--- config.mk ---
export PLATFORM = sky130hd
export DESIGN_NAME = led_pattern_monitor
export DESIGN_NICKNAME = d
export VERILOG_FILES = /design/src/rtl/led_pattern_monitor.sv
export SDC_FILE = /design/constraint.sdc
export NUM_CORES = 1
export LEC_CHECK = 0
export BUFFER_PORTS_ARGS = -buffer_cell sky130_fd_sc_hd__buf_2
export CORE_MARGIN = 1.5
export CORE_UTILIZATION = 60
export DETAILED_ROUTE_END_ITERATION = 8
export PLACE_DENSITY = 0.8
export SLEW_MARGIN = 10
export SYNTH_ARGS = -nofsm -noshare
export SYNTH_HDL_FRONTEND = slang
export SYNTH_SLANG_ARGS = --single-unit
--- constraint.sdc ---
create_clock -name clk -period 3.7 [get_ports clk]
set_input_delay 0.185 -clock clk [delete_from_list [all_inputs] [get_ports clk]]
set_output_delay 0.185 -clock clk [all_outputs]
set_load 0.02 [all_outputs]
--- src/rtl/led_pattern_monitor.sv ---
// LED pattern bus monitor.
// Samples the LED vector from the pattern generator and classifies every
// change as a rotate-left, rotate-right, invert or alternate step. It locks
// onto a mode after a run of consistent steps and then polices the step
// interval against the generator period. Step, timing and stall faults
// appear as single-cycle pulses and feed a saturating error counter.

// Checker for output invariants that must hold in every state.
module led_pattern_monitor_chk (
    input logic       clk,
    input logic       rst_n,
    input logic [1:0] mode_out,
    input logic       mode_valid,
    input logic       locked,
    input logic       step_pulse,
    input logic       step_err
);

    // A step error is only ever raised on a detected change.
    a_step_err_on_change: assert property (@(posedge clk) disable iff (!rst_n)
        step_err |-> step_pulse);

    // Locking requires a candidate mode.
    a_locked_has_mode: assert property (@(posedge clk) disable iff (!rst_n)
        locked |-> mode_valid);

    // Without a candidate the decoded mode reads as zero.
    a_mode_zero_when_invalid: assert property (@(posedge clk) disable iff (!rst_n)
        !mode_valid |-> (mode_out == 2'b00));

endmodule

module led_pattern_monitor #(
    parameter int unsigned TICK_CYCLES = 10_000_000,
    parameter int unsigned TOL         = 2,
    parameter int unsigned LOCK_COUNT  = 3,
    parameter int unsigned CNT_W       = 24
) (
    input  logic       clk,
    input  logic       rst_n,
    input  logic [7:0] led_in,
    input  logic [1:0] expected_mode,
    input  logic       check_en,
    output logic [1:0] mode_out,
    output logic       mode_valid,
    output logic       locked,
    output logic       step_pulse,
    output logic       step_err,
    output logic       timing_err,
    output logic       mode_mismatch,
    output logic [7:0] err_count
);

    localparam int unsigned PERIOD = TICK_CYCLES + 1;
    localparam int unsigned RUN_W  = (LOCK_COUNT < 2) ? 1 : $clog2(LOCK_COUNT + 1);

    // Interval window is compared one bit wider than the counter so that
    // interval = counter + 1 never wraps.
    localparam logic [CNT_W:0]   LO_LIM    = (CNT_W+1)'(PERIOD - TOL);
    localparam logic [CNT_W:0]   HI_LIM    = (CNT_W+1)'(PERIOD + TOL);
    localparam logic [CNT_W:0]   INT_ONE   = {{CNT_W{1'b0}}, 1'b1};
    localparam logic [CNT_W-1:0] STALL_LIM = CNT_W'(PERIOD + TOL + 1);
    localparam logic [CNT_W-1:0] CNT_MAX   = {CNT_W{1'b1}};
    localparam logic [CNT_W-1:0] CNT_ONE   = {{(CNT_W-1){1'b0}}, 1'b1};
    localparam logic [RUN_W-1:0] RUN_ONE   = {{(RUN_W-1){1'b0}}, 1'b1};
    localparam logic [RUN_W-1:0] RUN_LOCK  = RUN_W'(LOCK_COUNT);

    typedef enum logic [1:0] {
        ST_SEARCH = 2'b00,
        ST_TRACK  = 2'b01,
        ST_LOCKED = 2'b10
    } state_e;

    typedef enum logic [2:0] {
        CLS_L   = 3'd0,
        CLS_R   = 3'd1,
        CLS_INV = 3'd2,
        CLS_ALT = 3'd3,
        CLS_AMB = 3'd4,
        CLS_UNK = 3'd5
    } step_cls_e;

    // Classify a prev->new LED pair; earlier tests take priority.
    function automatic step_cls_e classify(input logic [7:0] p, input logic [7:0] n);
        step_cls_e c;
        if ((p == 8'hAA && n == 8'h55) || (p == 8'h55 && n == 8'hAA)) begin
            c = CLS_AMB;
        end else if ((n == {p[6:0], 1'b0}) || (p == 8'h80 && n == 8'h01)) begin
            c = CLS_L;
        end else if ((n == {1'b0, p[7:1]}) || (p == 8'h01 && n == 8'h80)) begin
            c = CLS_R;
        end else if (n == ~p) begin
            c = CLS_INV;
        end else if (n == 8'hAA) begin
            c = CLS_ALT;
        end else begin
            c = CLS_UNK;
        end
        return c;
    endfunction

    // Mode code a step class points to. AA<->55 is also an inversion, so an
    // ambiguous step that has to restart tracking restarts on invert.
    function automatic logic [1:0] cls_mode(input step_cls_e c);
        logic [1:0] m;
        case (c)
            CLS_L:   m = 2'b00;
            CLS_R:   m = 2'b01;
            CLS_INV: m = 2'b10;
            CLS_ALT: m = 2'b11;
            CLS_AMB: m = 2'b10;
            default: m = 2'b00;
        endcase
        return m;
    endfunction

    localparam state_e RESTART_ST = (RUN_ONE >= RUN_LOCK) ? ST_LOCKED : ST_TRACK;

    logic [7:0]       led_q_r;
    logic [7:0]       prev_r;
    logic             primed_r;
    logic [CNT_W-1:0] cnt_r;
    state_e           state_r;
    logic [1:0]       cand_r;
    logic [RUN_W-1:0] run_r;
    logic [1:0]       mode_out_r;
    logic             mode_valid_r;
    logic             locked_r;
    logic             step_pulse_r;
    logic             step_err_r;
    logic             timing_err_r;
    logic             mode_mismatch_r;
    logic [7:0]       err_count_r;

    logic             change_s;
    step_cls_e        cls_s;
    logic [1:0]       new_cand_s;
    logic             is_mode_cls_s;
    logic             consistent_s;
    logic [CNT_W:0]   interval_s;
    logic             timing_ok_s;
    logic             stall_s;
    logic [RUN_W-1:0] run_inc_s;
    state_e           state_nx_s;
    logic [1:0]       cand_nx_s;
    logic [RUN_W-1:0] run_nx_s;
    logic             valid_nx_s;
    logic             serr_nx_s;
    logic             terr_nx_s;

    // Change detection, step classification and interval checks.
    always_comb begin
        change_s      = primed_r & (led_q_r != prev_r);
        cls_s         = classify(prev_r, led_q_r);
        new_cand_s    = cls_mode(cls_s);
        is_mode_cls_s = (cls_s == CLS_L) || (cls_s == CLS_R) ||
                        (cls_s == CLS_INV) || (cls_s == CLS_ALT);
        if (cls_s == CLS_AMB) begin
            consistent_s = (cand_r == 2'b10) || (cand_r == 2'b11);
        end else if (is_mode_cls_s) begin
            consistent_s = (new_cand_s == cand_r);
        end else begin
            consistent_s = 1'b0;
        end
        interval_s  = {1'b0, cnt_r} + INT_ONE;
        timing_ok_s = (interval_s >= LO_LIM) && (interval_s <= HI_LIM);
        stall_s     = (cnt_r >= STALL_LIM);
        run_inc_s   = run_r + RUN_ONE;
    end

    // Mode-tracking FSM: next state, candidate, run length and error pulses.
    always_comb begin
        state_nx_s = state_r;
        cand_nx_s  = cand_r;
        run_nx_s   = run_r;
        valid_nx_s = mode_valid_r;
        serr_nx_s  = 1'b0;
        terr_nx_s  = 1'b0;
        case (state_r)
            ST_SEARCH: begin
                if (change_s && is_mode_cls_s) begin
                    state_nx_s = RESTART_ST;
                    cand_nx_s  = new_cand_s;
                    run_nx_s   = RUN_ONE;
                    valid_nx_s = 1'b1;
                end else begin
                    valid_nx_s = 1'b0;
                end
            end
            ST_TRACK: begin
                if (!change_s) begin
                    state_nx_s = ST_TRACK;
                end else if (cls_s == CLS_UNK) begin
                    state_nx_s = ST_SEARCH;
                    cand_nx_s  = 2'b00;
                    run_nx_s   = {RUN_W{1'b0}};
                    valid_nx_s = 1'b0;
                end else if (consistent_s) begin
                    run_nx_s = run_inc_s;
                    if (run_inc_s >= RUN_LOCK) begin
                        state_nx_s = ST_LOCKED;
                    end else begin
                        state_nx_s = ST_TRACK;
                    end
                end else begin
                    state_nx_s = RESTART_ST;
                    cand_nx_s  = new_cand_s;
                    run_nx_s   = RUN_ONE;
                end
            end
            ST_LOCKED: begin
                if (change_s) begin
                    terr_nx_s = ~timing_ok_s;
                    if (!consistent_s) begin
                        serr_nx_s = 1'b1;
                        if (cls_s == CLS_UNK) begin
                            state_nx_s = ST_SEARCH;
                            cand_nx_s  = 2'b00;
                            run_nx_s   = {RUN_W{1'b0}};
                            valid_nx_s = 1'b0;
                        end else begin
                            state_nx_s = ST_TRACK;
                            cand_nx_s  = new_cand_s;
                            run_nx_s   = RUN_ONE;
                        end
                    end else if (!timing_ok_s) begin
                        state_nx_s = ST_TRACK;
                        run_nx_s   = RUN_ONE;
                    end else begin
                        state_nx_s = ST_LOCKED;
                    end
                end else if (stall_s) begin
                    terr_nx_s  = 1'b1;
                    state_nx_s = ST_SEARCH;
                    cand_nx_s  = 2'b00;
                    run_nx_s   = {RUN_W{1'b0}};
                    valid_nx_s = 1'b0;
                end else begin
                    state_nx_s = ST_LOCKED;
                end
            end
            default: begin
                state_nx_s = ST_SEARCH;
                cand_nx_s  = 2'b00;
                run_nx_s   = {RUN_W{1'b0}};
                valid_nx_s = 1'b0;
            end
        endcase
    end

    // Input capture and priming: the first post-reset sample only seeds prev.
    always_ff @(posedge clk) begin
        if (!rst_n) begin
            led_q_r  <= 8'h00;
            prev_r   <= 8'h00;
            primed_r <= 1'b0;
        end else begin
            led_q_r <= led_in;
            if (!primed_r) begin
                prev_r   <= led_in;
                primed_r <= 1'b1;
            end else if (change_s) begin
                prev_r <= led_q_r;
            end
        end
    end

    // Interval counter: restarts on each change and saturates at full scale.
    always_ff @(posedge clk) begin
        if (!rst_n) begin
            cnt_r <= {CNT_W{1'b0}};
        end else if (change_s) begin
            cnt_r <= {CNT_W{1'b0}};
        end else if (cnt_r != CNT_MAX) begin
            cnt_r <= cnt_r + CNT_ONE;
        end
    end

    // FSM state register.
    always_ff @(posedge clk) begin
        if (!rst_n) begin
            state_r <= ST_SEARCH;
            cand_r  <= 2'b00;
            run_r   <= {RUN_W{1'b0}};
        end else begin
            state_r <= state_nx_s;
            cand_r  <= cand_nx_s;
            run_r   <= run_nx_s;
        end
    end

    // Registered status outputs and single-cycle event pulses.
    always_ff @(posedge clk) begin
        if (!rst_n) begin
            mode_out_r      <= 2'b00;
            mode_valid_r    <= 1'b0;
            locked_r        <= 1'b0;
            step_pulse_r    <= 1'b0;
            step_err_r      <= 1'b0;
            timing_err_r    <= 1'b0;
            mode_mismatch_r <= 1'b0;
        end else begin
            mode_out_r      <= valid_nx_s ? cand_nx_s : 2'b00;
            mode_valid_r    <= valid_nx_s;
            locked_r        <= (state_nx_s == ST_LOCKED);
            step_pulse_r    <= change_s;
            step_err_r      <= serr_nx_s;
            timing_err_r    <= terr_nx_s;
            mode_mismatch_r <= check_en & locked_r & (mode_out_r != expected_mode);
        end
    end

    // Saturating error counter; a coincident step and timing error counts once.
    always_ff @(posedge clk) begin
        if (!rst_n) begin
            err_count_r <= 8'h00;
        end else if ((serr_nx_s || terr_nx_s) && (err_count_r != 8'hFF)) begin
            err_count_r <= err_count_r + 8'h01;
        end
    end

    assign mode_out      = mode_out_r;
    assign mode_valid    = mode_valid_r;
    assign locked        = locked_r;
    assign step_pulse    = step_pulse_r;
    assign step_err      = step_err_r;
    assign timing_err    = timing_err_r;
    assign mode_mismatch = mode_mismatch_r;
    assign err_count     = err_count_r;

    led_pattern_monitor_chk u_chk (
        .clk        (clk),
        .rst_n      (rst_n),
        .mode_out   (mode_out_r),
        .mode_valid (mode_valid_r),
        .locked     (locked_r),
        .step_pulse (step_pulse_r),
        .step_err   (step_err_r)
    );

endmodule

; ---- After elaboration in Yosys (flattened, before gate mapping)
; Index checks and enable logic that the tools add are counted.
[word_totals]
output_inout_bits = 16
wordCells = 134
in_bits = 13
register_bits = 63
[op_classes]
eq_ne = 31
bitwise_logic = 6
order_cmp = 4
mux = 53
n_addsub = 4
n_reduce_logical = 21
[op_table]
columns = cell, n
row1 = 2-bit 2-to-1 mux, 25
row2 = "8-bit == test, second input constant", 4
row3 = "24-bit by 1-bit adder with 25-bit output, second input constant", 1
row4 = "25-bit by 24-bit >= comparator with 1-bit output, second input constant", 1
row5 = "25-bit by 24-bit <= comparator with 1-bit output, second input constant", 1
row6 = "24-bit by 1-bit adder with 24-bit output, second input constant", 1
row7 = "24-bit >= comparator, second input constant", 1
row8 = "24-bit != test, second input constant", 1
row9 = 2-bit case mux with 3 select lines, 4
row10 = "8-bit by 1-bit == test with 1-bit output, second input constant", 2
row11 = "8-bit by 7-bit == test with 1-bit output, second input constant", 2
row12 = 8-bit == test, 2
row13 = 1-bit 2-to-1 mux, 16
row14 = 8-bit 2-to-1 mux, 2
row15 = 3-bit 2-to-1 mux, 5
row16 = "8-bit by 1-bit adder with 8-bit output, second input constant", 1
row17 = "2-bit == test, second input constant", 4
row18 = 8-bit by 7-bit == test with 1-bit output, 1
row19 = 1-bit logical OR, 8
row20 = 8-bit != test, 1
row21 = "8-bit != test, second input constant", 1
row22 = 8-bit NOT, 1
row23 = 1-bit logical AND, 7
row24 = "3-bit by 2-bit == test with 1-bit output, second input constant", 2
row25 = 19 further kinds, 25

; ---- Depth between registers and ports, before layout
; Gate-level depths: netlist of the first run.
[depth]
word_depth = 17
depth_mapped = 14
mapped_depth_nobuf = 11

; ---- Worst setup path before layout of the first run
; Ideal clock, no wire load.
[synth_path]
path_kind = reg2reg
startpoint = reg cnt_r[0]
endpoint = reg err_count_r[5] (netlist: err_count[5])
required_time_ps = 3628
slack_ps = 777
path_buffers = 3
arrival_ps = 2851
stages_incl_launch_ff = 14
setup_ps = 72
path_cell_list = dfxtp_1 ha_1 buf_2 and4_1 buf_2 xnor2_1 a31o_2 o221a_2 and3_1 a2111o_1 o21a_1 buf_6 nand4_1 mux2i_1
[synth_via]
elab_chain_len = 8
word_cells_on_any_way = 11
cone_classes = add/sub: 1 / order compare: 3 / mux: 3 / bitwise: 1 / reduce/logical: 3
[synth_rtl]
columns = item, line_no
row1 = "start, declared", 122  ; logic [CNT_W-1:0] cnt_r;
row2 = "start signal, assigned", 271  ; cnt_r <= {CNT_W{1'b0}};
row3 = "start signal, assigned", 273  ; cnt_r <= {CNT_W{1'b0}};
row4 = "start signal, assigned", 275  ; cnt_r <= cnt_r + CNT_ONE;
row5 = 24-bit by 1-bit adder with 25-bit output, 165  ; interval_s = {1'b0, cnt_r} + INT_ONE;
row6 = 25-bit by 24-bit >= comparator with 1-bit output / 25-bit by 24-bit <= comparator with 1-bit output (equally long branches), 166  ; timing_ok_s = (interval_s >= LO_LIM) && (interval_s <= HI_LIM);
row7 = 1-bit logical AND, 166
row8 = 1-bit NOT, 213  ; terr_nx_s = ~timing_ok_s;
row9 = 1-bit 2-to-1 mux (*), 212  ; if (change_s) begin
row10 = 1-bit 2-to-1 mux (*), 179  ; case (state_r)
row11 = 1-bit logical OR (*), 317  ; end else if ((serr_nx_s || terr_nx_s) && (err_count_r != 8'hFF)) begin
row12 = 1-bit logical AND (*), 317
row13 = "end signal, assigned", 318  ; err_count_r <= err_count_r + 8'h01;
row14 = "end, declared", 133  ; logic [7:0] err_count_r;
; Every way passes the cells marked *; elsewhere a longest branch is shown, timed or not.
; A chain may end at the register's enable or synchronous reset.

; ---- Worst setup path after layout of the first run
[layout_path]
startpoint = reg cnt_r[0]
endpoint = reg err_count_r[4] (netlist: err_count[4])
; Same word-level chain as after synthesis.

==> flow_metrics.tcl, run 1 <==
set metrics [dict create \
    final_critical_path_setup_slack_ns 0.410 \
    worst_clock_skew_ns 0.0113 \
    core_region_area_mm2 0.00603 \
    grt-ovfl-total 0 \
    arrival_time_at_the_worst_endpoint_ns 3.57 \
    postSynth.asyncResetShare 0 \
    drc_errors 0 \
    fin_nets 499 \
    grt_start_max_net_pins 32 \
    routabilityCongestion 0.905 \
    period_minus_slack_ns 3.29 \
    synth_top_family_by_area "simple AND/OR/NAND/NOR gates" \
    placementRows 28 \
    share_of_synthesized_area_occupied_by_flip_flops_and_latches 0.330 \
    pin_count 29 \
    fmaxAchievable_ghz 0.304 \
    floorplan.initialDensity 0.634 \
    dp_slack_ns 0.432 \
    layout_worst_path_cycle_share 0.889 \
    multi_input_area_mm2 0.00235 \
    synthDistinctLibCells 65 \
    post_syn_area_mm2 0.00382 \
    final_layout_size_suffix_gt1_frac 0.124 \
    antenna_violating_nets_post_route 0 \
    synth_area_per_cell_um2 8.06 \
    nFillCells 502 \
    globalRouteTotalUtil 0.241 \
    hpwl_detailed_um 5830 \
    clkSlewWorstSetupHoldPaths_ns 0.07 \
    finalHoldViolations 0 \
    antenna_violations_before_repair 0 \
    vias 3379 \
    numCtsBuffers 9 \
    num_antenna_cells 0 \
    start_kind "flop" \
    clock_tree.root_cell "sky130_fd_sc_hd__clkbuf_8" \
    cts_resized 0 \
    synth_xor_xnor_area_share 0.110 \
    vias_in_the_first_global_route 3050 \
    crit_end_category "flop" \
    tightestPinTransition_ns 0.805 \
    synth-compound-area-share 0.178 \
    first_pass_iters 5 \
    detail_route.wirelength_um 8300 \
    holdCritPathClass "in2reg" \
    insertion_delay_ns 0.35 \
    synth.ff_latch_count 63 \
    ctsHoldBuffers 0 \
    postCtsSetupRepairBufs 0 \
    detailed_route_wire_length_per_cell_um 14.8 \
    synth.area.mux_share 0.0393 \
    rsz0062_at_grt "false" \
    clock_sink_count 63 \
    cts_max_level 3 \
    grt_first_pass_wirelength_um 13700 \
    buffer_ports.inserted 28 \
    synth_fp_nets 492 \
    tritoncts "built" \
    clockBufferDepth 2 \
    postSynthCellCount 474 \
    status "complete, no violations" \
    setup-violations-final 0 \
    synthesis.yosys.warnings 0 \
    relSlewSlack 0.462 \
    power.leakage_nw 1.53 \
    worstSetupPathType "reg2reg" \
    synth_enable_flop_cells 0 \
    area.sequential_mm2 0.00126 \
    max-cap-violations 0 \
    setup_tns_ns 0 \
    crit_required_ns 3.98 \
    dieArea_mm2 0.00686 \
    vdd_ir_drop_max_uv 235 \
    synthAdderAreaFrac 0.0164 \
    area.growth.synth_to_final_pct 6.78 \
    synth-simple-area-share 0.272 \
    die_y_um 82.8 \
    synth_top_flop_cell "sky130_fd_sc_hd__dfxtp_1" \
    power.density_cell_area_mw_per_mm2 333 \
    dr.first_iter.drc_count 220 \
    horizontal_extent_of_the_die_um 82.8 \
    timing.critical_path.fanout_max 10 \
    timing_max_transition_violations_final 0 \
    avgViaCountPerCell 6.03 \
]
-- logic make-up after synthesis --
group / Yosys count
AO/OA/AOI/OAI: 100
XOR/XNOR: 48
adder cells (fa/ha/maj): 5
buffers and inverters: 49
flip-flops: 63
multiplexers: 15
AND/OR/NAND/NOR: 194
-- flip-flops by register name (all words and copies together) (netlist names), 2 cells and up --
signal,count
cand_r,2
cnt_r,24
err_count,8
led_q_r,8
mode_out,2
prev_r,8
run_r,2
state_r,2
-- final timing paths --
path	start	to	slack [ns]	cells past startpoint
min reg2reg	locked	mode_mismatch	0.45	2
min	led_in[1]	led_q_r[1]	0.04	2
max reg2reg	cnt_r[0]	err_count[4]	0.41	10
max	cnt_r[0]	err_count[4]	0.41	10
-- final cells by class --
type	instances	share of cell area
Timing Repair Buffer	29	0.0362
Clock buffer	11	0.0347
Multi-Input combinational cell	362	0.577
Clock inverter	4	0.00552
Tap cell	75	0.0230
Sequential cell	63	0.309
Inverter	16	0.0147
-- power breakdown --
group | switching, mW | internal, mW | total, mW
clock | 0.264 | 0.254 | 0.518
combinational | 0.0682 | 0.0523 | 0.121
sequential | 0.0267 | 0.693 | 0.719
total | 0.359 | 0.999 | 1.36
-- metal layers --
metal / routed length, um / track usage / vias up
met2: 4030 / 0.402 / 104
met3: 442 / 0.0716 / 14
li1: - / - / 1710
met5: 0 / 0 / -
met1: 3720 / 0.294 / 1551
met4: 102 / 0.0879 / 0
-- cells in the mapped netlist (all sizes together), types with 4 or more instances --
| library cell | instances | share of area |
|---|---|---|
| a211oi | 4 | 0.0079 |
| a21oi | 32 | 0.042 |
| a31oi | 7 | 0.011 |
| and2 | 13 | 0.021 |
| and3 | 9 | 0.015 |
| buf | 12 | 0.017 |
| clkbuf | 21 | 0.021 |
| dfxtp | 63 | 0.33 |
| ha | 5 | 0.016 |
| inv | 16 | 0.016 |
| mux2i | 15 | 0.039 |
| nand2 | 50 | 0.050 |
| nand2b | 5 | 0.0082 |
| nand3 | 23 | 0.033 |
| nand4 | 14 | 0.023 |
| nor2 | 37 | 0.039 |
| nor2b | 5 | 0.0082 |
| nor3 | 14 | 0.024 |
| nor4 | 11 | 0.022 |
| o211ai | 4 | 0.0079 |
| o21a | 4 | 0.0079 |
| o21ai | 18 | 0.024 |
| o22ai | 4 | 0.0065 |
| or4 | 4 | 0.0088 |
| xnor2 | 34 | 0.078 |
| xor2 | 14 | 0.032 |
-- critical path, stage by stage (launching register included) --
cell and delay [ns]:
sky130_fd_sc_hd__dfxtp_1 0.45, sky130_fd_sc_hd__ha_1 0.37, sky130_fd_sc_hd__and4_1 0.48, sky130_fd_sc_hd__xnor2_1 0.11, sky130_fd_sc_hd__a31o_2 0.26, sky130_fd_sc_hd__o221a_2 0.27, sky130_fd_sc_hd__and3_1 0.18, sky130_fd_sc_hd__a2111o_1 0.45
sky130_fd_sc_hd__o21a_1 0.32, sky130_fd_sc_hd__nand4_1 0.15, sky130_fd_sc_hd__mux2i_1 0.18
-- layout by cell type, fill, tap and decap left out, types with 3 or more instances in the layout --
| cell | synthesis | routed |
|---|---|---|
| sky130_fd_sc_hd__nor3_1 | 11 | 11 |
| sky130_fd_sc_hd__o21a_1 | 4 | 4 |
| sky130_fd_sc_hd__mux2i_1 | 15 | 15 |
| sky130_fd_sc_hd__nand4_1 | 14 | 14 |
| sky130_fd_sc_hd__and4_1 | 3 | 3 |
| sky130_fd_sc_hd__o211ai_1 | 4 | 4 |
| sky130_fd_sc_hd__xor2_1 | 14 | 14 |
| sky130_fd_sc_hd__nor2_1 | 35 | 35 |
| sky130_fd_sc_hd__dfxtp_1 | 63 | 63 |
| sky130_fd_sc_hd__nand2b_1 | 5 | 5 |
| sky130_fd_sc_hd__nand3_1 | 22 | 22 |
| sky130_fd_sc_hd__nor2b_1 | 5 | 5 |
| sky130_fd_sc_hd__nand2_1 | 49 | 49 |
| sky130_fd_sc_hd__nor4_1 | 10 | 10 |
| sky130_fd_sc_hd__ha_1 | 5 | 5 |
| sky130_fd_sc_hd__a211oi_1 | 4 | 4 |
| sky130_fd_sc_hd__clkbuf_8 | 0 | 10 |
| sky130_fd_sc_hd__and3_1 | 9 | 9 |
| sky130_fd_sc_hd__clkinv_2 | 0 | 3 |
| sky130_fd_sc_hd__buf_2 | 11 | 28 |
| sky130_fd_sc_hd__inv_1 | 16 | 16 |
| sky130_fd_sc_hd__o22ai_1 | 4 | 4 |
| sky130_fd_sc_hd__o21ai_0 | 16 | 16 |
| sky130_fd_sc_hd__or4_1 | 3 | 3 |
| sky130_fd_sc_hd__and2_1 | 12 | 12 |
| sky130_fd_sc_hd__a21oi_1 | 32 | 32 |
| sky130_fd_sc_hd__xnor2_1 | 34 | 34 |
| sky130_fd_sc_hd__a31oi_1 | 7 | 7 |
-- per-stage QoR --
| stage | instance area (um^2) | hold WS, ns | cells | utilization | total power [mW] |
|---|---|---|---|---|---|
| floorplan | 3820 | 0.213 | 474 | - | 0.823 |
| global placement | 3920 | 0.399 | 545 | 0.650 | 0.850 |
| detailed placement | 3920 | 0.402 | 545 | 0.650 | 0.853 |
| CTS | 4080 | 0.0313 | 560 | 0.677 | 1.37 |
| global route | 4080 | 0.0380 | 560 | 0.677 | 1.42 |
| finish | 4080 | 0.0434 | 560 | 0.677 | 1.36 |
Note: power is estimated with default switching activity, not from simulation.
==> run 2: changes to the inputs <==
--- a/config.mk
+++ b/config.mk
@@ -7,9 +7,9 @@
 export LEC_CHECK = 0
 export BUFFER_PORTS_ARGS = -buffer_cell sky130_fd_sc_hd__buf_2
 export CORE_MARGIN = 1.5
-export CORE_UTILIZATION = 60
+export CORE_UTILIZATION = 55
 export DETAILED_ROUTE_END_ITERATION = 8
-export PLACE_DENSITY = 0.8
+export PLACE_DENSITY = 0.74
 export SLEW_MARGIN = 10
 export SYNTH_ARGS = -nofsm -noshare
 export SYNTH_HDL_FRONTEND = slang
==> run 2 against run 1 <==
Effect of this change:
- fmax up 0.47%
- total power is 9.2% higher
- routed wire length up 1.2%
- design area rose by 1.3%
- register-to-register slack better by 0.02 ns
- sequential power about the same
- clock power increased by 24%
- critical path type unchanged
- largest power group unchanged
==> flow_metrics.tcl, run 2 (synthesized netlist as in run 1, its figures left out) <==
set metrics [dict create \
    vias_in_the_first_global_route 3070 \
    fmaxAchievable_ghz 0.305 \
    timing.critical_path.fanout_max 10 \
    slowest_stage "sky130_fd_sc_hd__and4_1" \
    cp_cell_sequence "ha_1 -> and4_1 -> xnor2_1 -> a31o_2 -> o221a_2 -> and3_1 -> a2111o_1 -> o21a_1 -> nand4_1 -> mux2i_1" \
    grt_start_max_net_pins 32 \
    final_critical_path_setup_slack_ns 0.425 \
    fin_total_pwr_mw 1.48 \
    hpwl_detailed_um 5960 \
    cts_resized 0 \
    layout_common_cells "63 x sky130_fd_sc_hd__dfxtp_1, 49 x sky130_fd_sc_hd__nand2_1, 35 x sky130_fd_sc_hd__nor2_1" \
    worstSetupPathType "reg2reg" \
    length_of_routed_met2_wiring_um 4050 \
    setup_tns_ns 0 \
    postCtsSetupRepairBufs 0 \
    detail_route.wirelength_um 8400 \
    stdcell_count 564 \
    layout_worst_path_cycle_share 0.885 \
    rsz0062_at_grt "false" \
    setup-violations-final 0 \
    routabilityCongestion 0.897 \
    finish.utilization 0.611 \
    num_antenna_cells 0 \
    status "complete, no violations" \
    clock_sink_count 63 \
    insertion_delay_ns 0.35 \
    final_layout_size_suffix_gt1_frac 0.124 \
    clock_tree.root_cell "sky130_fd_sc_hd__clkbuf_8" \
    numPlacedInstances 549 \
    power.density_cell_area_mw_per_mm2 359 \
    arrival_time_at_the_worst_endpoint_ns 3.56 \
    drc_errors 0 \
    vias 3358 \
    area.growth.synth_to_final_pct 8.12 \
    tightestPinTransition_ns 0.913 \
    nFillCells 626 \
    critical_path_buf_inv_count 0 \
    detailed_route_wire_length_per_cell_um 14.9 \
    antenna_violating_nets_post_route 0 \
    highest-signal-layer "met4" \
    core_region_area_mm2 0.00676 \
    dp_slack_ns 0.423 \
    grt-ovfl-total 0 \
    dr.first_iter.drc_count 154 \
    buffer_ports.inserted 28 \
    largest_reg_flops 24 \
    max-cap-violations 0 \
    worst_clock_skew_ns 0.0119 \
    start_kind "flop" \
    period_minus_slack_ns 3.27 \
    horizontal_extent_of_the_die_um 86.4 \
    pin_count 29 \
    placementRows 30 \
    first_pass_iters 4 \
    vdd_ir_drop_max_uv 203 \
    cts_max_level 3 \
    fin_nets 498 \
    wl_met3_um 387 \
    crit_family "compound AO/OA/AOI/OAI gates" \
    routedLengthMet1_um 3860 \
    clkSlewWorstSetupHoldPaths_ns 0.07 \
    tritoncts "built" \
    grt_first_pass_wirelength_um 14300 \
    crit_required_ns 3.98 \
    avgViaCountPerCell 5.95 \
    finalHoldViolations 0 \
    globalRouteTotalUtil 0.240 \
    holdCritPathClass "in2reg" \
    timing_max_transition_violations_final 0 \
    antenna_violations_before_repair 0 \
    commonest_non_fill_non_tap_cell_in_the_layout "sky130_fd_sc_hd__dfxtp_1" \
    relSlewSlack 0.385 \
    critical_path.max_stage_delay_ns 0.47 \
    dieArea_mm2 0.00746 \
    crit_end_category "flop" \
    ctsHoldBuffers 0 \
    die_y_um 86.4 \
    clockBufferDepth 2 \
    max_flop_register "cnt_r" \
    power.leakage_nw 1.55 \
    floorplan.initialDensity 0.566 \
    numCtsBuffers 9 \
]
==> run 2: power breakdown <==
part | internal [mW] | switching (mW) | total (mW)
registers | 0.693 | 0.0276 | 0.720
clock network | 0.381 | 0.262 | 0.643
logic | 0.0514 | 0.0678 | 0.119
total | 1.13 | 0.357 | 1.48
==> run 2: cell type report <==
type                            instances  area (um^2)  area share
Inverter                               16         60.1      0.0145
Clock buffer                           13          179      0.0433
Clock inverter                          2         37.5     0.00909
Tap cell                               80          100      0.0242
Multi-Input combinational cell        362         2350       0.570
Timing Repair Buffer                   28          140      0.0339
Sequential cell                        63         1260       0.305
==> run 2: per-layer routing <==
metal / up-vias / global-route usage
met5: - / 0
li1: 1699 / -
met2: 77 / 0.403
met1: 1568 / 0.299
met3: 14 / 0.0610
met4: 0 / 0.0806
==> run 2: through the flow <==
step	area, um^2	hold WS (ns)
finish	4130	0.0495
global placement	3920	0.403
detailed placement	3920	0.406
floorplan	3820	0.213
global route	4130	0.0355
CTS	4130	0.0401
==> run 2: path summary, 6_finish.rpt <==
| check | from | to | slack [ns] | cells past startpoint |
|---|---|---|---|---|
| worst max-delay path | cnt_r[0] | err_count[5] | 0.43 | 10 |
| worst min-delay path | led_in[1] | led_q_r[1] | 0.05 | 2 |
| worst max register to register | cnt_r[0] | err_count[5] | 0.43 | 10 |
| worst min register to register | locked | mode_mismatch | 0.46 | 2 |
==> run 2: worst reg2reg max path, stage by stage, from the launching register on <==
cell                       delay [ns]
sky130_fd_sc_hd__dfxtp_1         0.44
sky130_fd_sc_hd__ha_1            0.37
sky130_fd_sc_hd__and4_1          0.47
sky130_fd_sc_hd__xnor2_1         0.12
sky130_fd_sc_hd__a31o_2          0.26
sky130_fd_sc_hd__o221a_2         0.27
sky130_fd_sc_hd__and3_1          0.18
sky130_fd_sc_hd__a2111o_1        0.45
sky130_fd_sc_hd__o21a_1          0.32
sky130_fd_sc_hd__nand4_1         0.15
sky130_fd_sc_hd__mux2i_1         0.17
